<file path="src/rtl/rx_filter_sequencer.sv">
// rx_filter_sequencer
// Control sequencer for the time-multiplexed receive FIR datapath.
// It loads a coefficient set from a valid/ready stream into the coefficient
// BRAM. It then runs a TAPS-cycle frame schedule that produces one output
// sample per frame.
//
// Ports:
//   crx_clk, rrx_rst        clock / synchronous active-high reset
//   erx_en                  enable; low gates strobes and restarts the RUN frame
//   istart                  pulse: (re)start a coefficient load
//   icoeff_valid/_data      coefficient stream in; ocoeff_ready handshake
//   ocoeff_we/_wr_addr/_wr_data   coefficient BRAM write port (registered)
//   ocoeff_rd_addr          coefficient BRAM read address (frame counter)
//   osample_we/_wr_addr     sample history BRAM write port
//   osample_rd_addr         sample history BRAM read address
//   oacc_dump               accumulator dump strobe, once per frame
//   osample_ready           filtered output valid, one cycle after the dump
//   oload_done              pulse with the last coefficient write
//   ostate                  0 IDLE, 1 LOAD, 2 RUN
module rx_filter_sequencer #(
  parameter int unsigned TAPS = 512,
  parameter int unsigned AW   = 9
) (
  input  logic          crx_clk,
  input  logic          rrx_rst,
  input  logic          erx_en,
  input  logic          istart,
  input  logic          icoeff_valid,
  input  logic [15:0]   icoeff_data,
  output logic          ocoeff_ready,
  output logic          ocoeff_we,
  output logic [AW-1:0] ocoeff_wr_addr,
  output logic [15:0]   ocoeff_wr_data,
  output logic [AW-1:0] ocoeff_rd_addr,
  output logic          osample_we,
  output logic [AW-1:0] osample_wr_addr,
  output logic [AW-1:0] osample_rd_addr,
  output logic          oacc_dump,
  output logic          osample_ready,
  output logic          oload_done,
  output logic [1:0]    ostate
);

  typedef enum logic [1:0] {
    S_IDLE = 2'd0,
    S_LOAD = 2'd1,
    S_RUN  = 2'd2
  } state_t;

  localparam logic [AW-1:0] LAST = AW'(TAPS - 1);

  state_t        state_q, state_d;
  logic [AW-1:0] k_q, k_d;        // load counter
  logic [AW-1:0] c_q, c_d;        // frame counter
  logic [AW-1:0] wp_q, wp_d;      // sample write pointer
  logic [AW-1:0] srd_q, srd_d;    // sample read address
  logic          we_q, we_d;
  logic [AW-1:0] waddr_q, waddr_d;
  logic [15:0]   wdata_q, wdata_d;
  logic          done_q, done_d;
  logic          ready_q, ready_d;

  logic          coeff_ready;
  logic          beat;
  logic          frame_strobe;

  always_comb begin
    state_d = state_q;
    k_d     = k_q;
    c_d     = c_q;
    wp_d    = wp_q;
    srd_d   = srd_q;
    we_d    = 1'b0;
    waddr_d = waddr_q;
    wdata_d = wdata_q;
    done_d  = 1'b0;

    coeff_ready = (state_q == S_LOAD) && erx_en;
    beat        = coeff_ready && icoeff_valid;
    // A restart request suppresses the dump so a partial frame never emits.
    frame_strobe = (state_q == S_RUN) && erx_en && !istart && (c_q == '0);
    ready_d      = frame_strobe;

    if (!erx_en) begin
      if (state_q == S_RUN) begin
        c_d   = '0;
        wp_d  = '0;
        srd_d = AW'(1);
      end
    end else if (istart) begin
      state_d = S_LOAD;
      k_d     = '0;
      c_d     = '0;
      wp_d    = '0;
      srd_d   = AW'(1);
    end else begin
      unique case (state_q)
        S_LOAD: begin
          if (beat) begin
            we_d    = 1'b1;
            waddr_d = k_q;
            wdata_d = icoeff_data;
            k_d     = k_q + AW'(1);
            if (k_q == LAST) begin
              state_d = S_RUN;
              done_d  = 1'b1;
              c_d     = '0;
              wp_d    = '0;
              srd_d   = AW'(1);
            end
          end
        end
        S_RUN: begin
          c_d = c_q + AW'(1);
          if (c_q == '0) begin
            wp_d = wp_q + AW'(1);
          end
          // Skip the slot being overwritten at the frame boundary.
          srd_d = srd_q + ((c_q == LAST) ? AW'(2) : AW'(1));
        end
        default: ;
      endcase
    end
  end

  always_ff @(posedge crx_clk) begin
    if (rrx_rst) begin
      state_q <= S_IDLE;
      k_q     <= '0;
      c_q     <= '0;
      wp_q    <= '0;
      srd_q   <= AW'(1);
      we_q    <= 1'b0;
      waddr_q <= '0;
      wdata_q <= '0;
      done_q  <= 1'b0;
      ready_q <= 1'b0;
    end else begin
      state_q <= state_d;
      k_q     <= k_d;
      c_q     <= c_d;
      wp_q    <= wp_d;
      srd_q   <= srd_d;
      we_q    <= we_d;
      waddr_q <= waddr_d;
      wdata_q <= wdata_d;
      done_q  <= done_d;
      ready_q <= ready_d;
    end
  end

  assign ocoeff_ready    = coeff_ready;
  assign ocoeff_we       = we_q;
  assign ocoeff_wr_addr  = waddr_q;
  assign ocoeff_wr_data  = wdata_q;
  assign ocoeff_rd_addr  = c_q;
  assign osample_we      = frame_strobe;
  assign osample_wr_addr = wp_q;
  assign osample_rd_addr = srd_q;
  assign oacc_dump       = frame_strobe;
  assign osample_ready   = ready_q;
  assign oload_done      = done_q;
  assign ostate          = state_q;

endmodule

</file>
<file path="config.mk">
export PLATFORM = sky130hd
export DESIGN_NAME = rx_filter_sequencer
export DESIGN_NICKNAME = d
export VERILOG_FILES = /design/src/rtl/rx_filter_sequencer.sv
export SDC_FILE = /design/constraint.sdc
export NUM_CORES = 1
export LEC_CHECK = 0
export ABC_AREA = 1
export CAP_MARGIN = 5
export CELL_PAD_IN_SITES_DETAIL_PLACEMENT = 2
export CELL_PAD_IN_SITES_GLOBAL_PLACEMENT = 2
export CORE_MARGIN = 1
export CORE_UTILIZATION = 26
export CTS_CLUSTER_DIAMETER = 80
export DETAILED_ROUTE_END_ITERATION = 6
export MAX_ROUTING_LAYER = met4
export PLACE_DENSITY_LB_ADDON = 0.15
export SLEW_MARGIN = 20
export SYNTH_ARGS = -nofsm -noshare
export SYNTH_HDL_FRONTEND = slang
export SYNTH_SLANG_ARGS = --single-unit
</file>
<file path="constraint.sdc">
create_clock -name crx_clk -period 2.5 [get_ports crx_clk]
set_input_delay 0.25 -clock crx_clk [delete_from_list [all_inputs] [get_ports crx_clk]]
set_output_delay 0.25 -clock crx_clk [all_outputs]
set_load 0.01 [all_outputs]
</file>
==> summary.md, run 1 <==
| Metric | Value |
|---|---|
| Run status | `completed` |
| Number of buffers added on ports | `80` |
| CTS tree | `yes` |
| Average routed wire per standard cell | `15.3 um` |
| Final worst path period need | `2.34 ns` |
| FF+latch count, synth | `66` |
| CP max-delay cell | `sky130_fd_sc_hd__clkdlybuf4s50_1` |
| Standard cell area after detailed placement | `0.00407 sq mm` |
| Simple-Gate Fraction of Synth Area | `31.4%` |
| Sink Count | `66` |
| Final worst path period share | `93.6%` |
| Endpoint type of the worst setup path | `output port` |
| Startpoint type of the worst setup path | `primary input` |
| Final-report max-slew violation count | `0` |
| Count of pins on the block boundary | `81` |
| Gr ovfl total | `0` |
| Die outline area | `0.0122 sq mm` |
| Count of TritonRoute iterations in the first routing pass | `4` |
| Largest stage delay, worst path | `0.64 ns` |
| Cell leakage power | `1.69 nW` |
| Compound-gate portion of the synthesized area | `12.7%` |
| Largest voltage drop on the vdd net | `323 uV` |
| CTS H-Tree Depth | `3` |
| Sequential-to-total area share from yosys stat | `43.1%` |
| Non-filler instance count after layout | `676` |
| Global-route wire length before repair | `17000 um` |
| Via count of the routed design | `3230` |
| Placement Setup Slack | `-0.149 ns` |
| Setup Viol. Count Final | `0` |
| Final worst clock skew | `0.00658 ns` |
| Worst Path Required | `2.25 ns` |
| Warnings, synthesis | `0` |
| Hold Fails Final Rpt | `0` |
| Clock slew seen by the registers of the worst setup and hold paths | `0.05 ns` |
| Total non-filler cell area in the finished layout | `0.00449 sq mm` |
| Synth cell types | `32` |
| Antenna Nets Post-Route | `0` |
| Post-synthesis adder-cell area fraction | `3.92%` |
| Max Cap Viol | `0` |
| Worst hold slack | `0.481 ns` |
| Buffer type at the clock tree root | `sky130_fd_sc_hd__clkbuf_16` |
| Cell Pwr Density | `575 mW/mm^2` |
| Standard-cell rows | `39` |
| Maximum buffer depth of the clock tree | `2` |
| Multiplexer fraction of the synthesized cell area | `0%` |
| Inserted Diodes | `0` |
| Worst-margin pin slew | `0.460 ns` |
| CTS Buf Count | `9` |
| Area of the mapped netlist | `0.00306 sq mm` |
| Reg2Reg Setup Slack | `0.18 ns` |
| DRT iter0 DRCs | `85` |
| Post-synthesis cell count | `433` |
| Critical path class | `primary input to output port` |
| Hpwl dp | `7290 um` |
| Clk_lat worst skew | `0.33 ns` |
| Area growth, synth to finish | `46.7%` |
| Via density | `4.78` |
| Maximum number of pins on one net before global-route repair | `36` |
| Class of the tightest hold or removal check | `flop to flop` |
| Cell with the most instances on the worst path | `sky130_fd_sc_hd__clkdlybuf4s50_1` |
| Final Net Count | `559` |
| Aggregate routed wire length | `10300 um` |
| Endpoint arrival time on the critical path | `2.09 ns` |
| Max FO, Critical Path | `8` |
| Final worst setup slack | `0.160 ns` |
| GPL Wtd Cong | `0.722` |
| Antenna violations before repair | `0` |
| Series of cell instances along the critical path | `clkdlybuf4s50_1 -> nor3_4 -> inv_2 -> nor2_1 -> clkdlybuf4s50_1` |
| Max transition margin | `69.2%` |
| Number of design rule violations left after detail routing | `0` |
| Net count after synthesis | `463` |
| Floorplan die width | `111 um` |
| Inst Count DP | `653` |
| Vias in the first global route | `3483` |
| Core footprint | `0.0115 sq mm` |
| FMAX | `427 MHz` |
| Floorplan die height | `111 um` |
| Final Power | `2.58 mW` |
| Xor-xnor portion of the synthesized cell area | `0%` |
| Share of cells above drive strength 1 | `12.4%` |
| Global Route Usage Sum | `17.9%` |
| Initial cell density of the core | `26.7%` |
| Average instance area after synthesis | `7.08 sq um` |
| Cts hold-fix bufs | `0` |
| Largest family of logic cells by synthesized area | `simple AND/OR/NAND/NOR gates` |
==> power breakdown <==
part           switching [mW]  leakage (nW)  internal (mW)  total (mW)
Combinational           0.131          1.01          0.123       0.253
Sequential             0.0121         0.535           1.07        1.08
Clock                   0.460         0.142          0.791        1.25
Total                   0.603          1.69           1.98        2.58
==> final timing paths <==
kind / from / endpoint / depth (start not counted)
max: istart / osample_we / 5
min: osample_rd_addr[8] / osample_rd_addr[8] / 2
min reg2reg: osample_rd_addr[8] / osample_rd_addr[8] / 2
max reg2reg: ocoeff_rd_addr[1] / osample_rd_addr[8] / 12
==> layer usage <==
layer / GRT usage (%) / vias up / part of all wire, %
met1: 19.5 / 1577 / 43
met2: 32.0 / 63 / 53
met5: - / - / 0
met3: 4.01 / 12 / 3.3
li1: - / 1578 / -
met4: 5.87 / 0 / 1.2
==> synthesized netlist by cell type, drive strengths merged <==
| cell | number | area share (%) |
|---|---|---|
| a211oi | 2 | 0.49 |
| a21oi | 32 | 5.6 |
| a22oi | 2 | 0.49 |
| and2 | 1 | 0.20 |
| buf | 12 | 3.1 |
| clkbuf | 4 | 0.49 |
| clkinv | 1 | 0.12 |
| dfxtp | 66 | 43 |
| fa | 1 | 0.65 |
| ha | 8 | 3.3 |
| inv | 42 | 5.1 |
| nand2 | 88 | 11 |
| nand3 | 30 | 5.2 |
| nand3b | 1 | 0.25 |
| nand4 | 5 | 1.0 |
| nor2 | 93 | 12 |
| nor3 | 8 | 1.7 |
| o211a | 1 | 0.33 |
| o211ai | 1 | 0.25 |
| o21ai | 33 | 5.5 |
| or2 | 2 | 0.41 |
==> critical path, delay by kind of cell <==
kind,cells,cell delay (ns)
buf+inv,3,1.32
simple gates,2,0.52
==> through the flow <==
| stage | utilization [%] | setup TNS (ns) |
|---|---|---|
| 2_1_floorplan | - | 0 |
| 3_3_place_gp | 35.5 | -0.0513 |
| 3_5_place_dp | 35.5 | -0.261 |
| 4_1_cts | 38.2 | 0 |
| 5_1_grt | 39.2 | -0.0389 |
| 6_report | 39.2 | 0 |
==> layout by cell type, fill, tap and decap left out, types with 2 or more instances in the layout <==
master                            synthesis  final
sky130_fd_sc_hd__a211oi_1                 2      2
sky130_fd_sc_hd__a21oi_1                 31     31
sky130_fd_sc_hd__a22oi_1                  2      2
sky130_fd_sc_hd__buf_12                   0      4
sky130_fd_sc_hd__buf_4                    2     16
sky130_fd_sc_hd__clkbuf_1                 4      2
sky130_fd_sc_hd__clkbuf_16                0     10
sky130_fd_sc_hd__clkdlybuf4s50_1          0     80
sky130_fd_sc_hd__clkinv_2                 0      2
sky130_fd_sc_hd__dfxtp_1                 66     61
sky130_fd_sc_hd__dfxtp_2                  0      5
sky130_fd_sc_hd__ha_1                     8      4
sky130_fd_sc_hd__ha_2                     0      4
sky130_fd_sc_hd__inv_1                   39     37
sky130_fd_sc_hd__inv_2                    3      5
sky130_fd_sc_hd__nand2_1                 86     84
sky130_fd_sc_hd__nand2_2                  2      4
sky130_fd_sc_hd__nand3_1                 28     25
sky130_fd_sc_hd__nand3_2                  2      5
sky130_fd_sc_hd__nand4_1                  5      5
sky130_fd_sc_hd__nor2_1                  91     91
sky130_fd_sc_hd__nor2_4                   1      2
sky130_fd_sc_hd__nor3_1                   7      6
sky130_fd_sc_hd__o21ai_0                 32     32
sky130_fd_sc_hd__or2_2                    2      2
==> area by class of cell <==
| type | instances | area (sq um) |
|---|---|---|
| Inverter | 43 | 161 |
| Clock inverter | 3 | 40.0 |
| Multi-Input combinational cell | 308 | 1510 |
| Timing Repair Buffer | 101 | 1030 |
| Tap cell | 143 | 179 |
| Sequential cell | 66 | 1330 |
| Fill cell | 1356 | 6970 |
| Clock buffer | 12 | 246 |
==> logic make-up (layout without fill, tap and decap cells) <==
kind of cell / count (synthesis) / in the layout
compound gates: 71 / 71
fa+ha+maj: 9 / 9
buf+inv: 59 / 159
flops: 66 / 66
simple gates: 228 / 228
==> registers in the layout, indices dropped and copies added, names as in the netlist <==
signal and count:
ocoeff_rd_addr 9, osample_rd_addr 9, oload_done 1, osample_wr_addr 9
k_q 9, ocoeff_wr_data 16, ocoeff_we 1, osample_ready 1
ostate 2, ocoeff_wr_addr 9
==> what timing repair did <==
| item | CTS | global route |
|---|---|---|
| endpoints found under the setup margin | 5 | 23 |
| pin swaps | 2 | 6 |
| setup buffers | 1 | 6 |
| gates cloned | 0 | 1 |
| resized for setup | 5 | 14 |
(Power assumes the default switching activity.)
==> run 2: changes to the inputs <==
--- a/config.mk
+++ b/config.mk
@@ -6,13 +6,14 @@
 export NUM_CORES = 1
 export LEC_CHECK = 0
 export ABC_AREA = 1
-export CAP_MARGIN = 5
+export CAP_MARGIN = 10
 export CELL_PAD_IN_SITES_DETAIL_PLACEMENT = 2
 export CELL_PAD_IN_SITES_GLOBAL_PLACEMENT = 2
 export CORE_MARGIN = 1
 export CORE_UTILIZATION = 26
 export CTS_CLUSTER_DIAMETER = 80
 export DETAILED_ROUTE_END_ITERATION = 6
+export HOLD_SLACK_MARGIN = 0.15
 export MAX_ROUTING_LAYER = met4
 export PLACE_DENSITY_LB_ADDON = 0.15
 export SLEW_MARGIN = 20
==> results of run 2 <==
The final DEF is identical to that of run 1; final timing and power are the same.
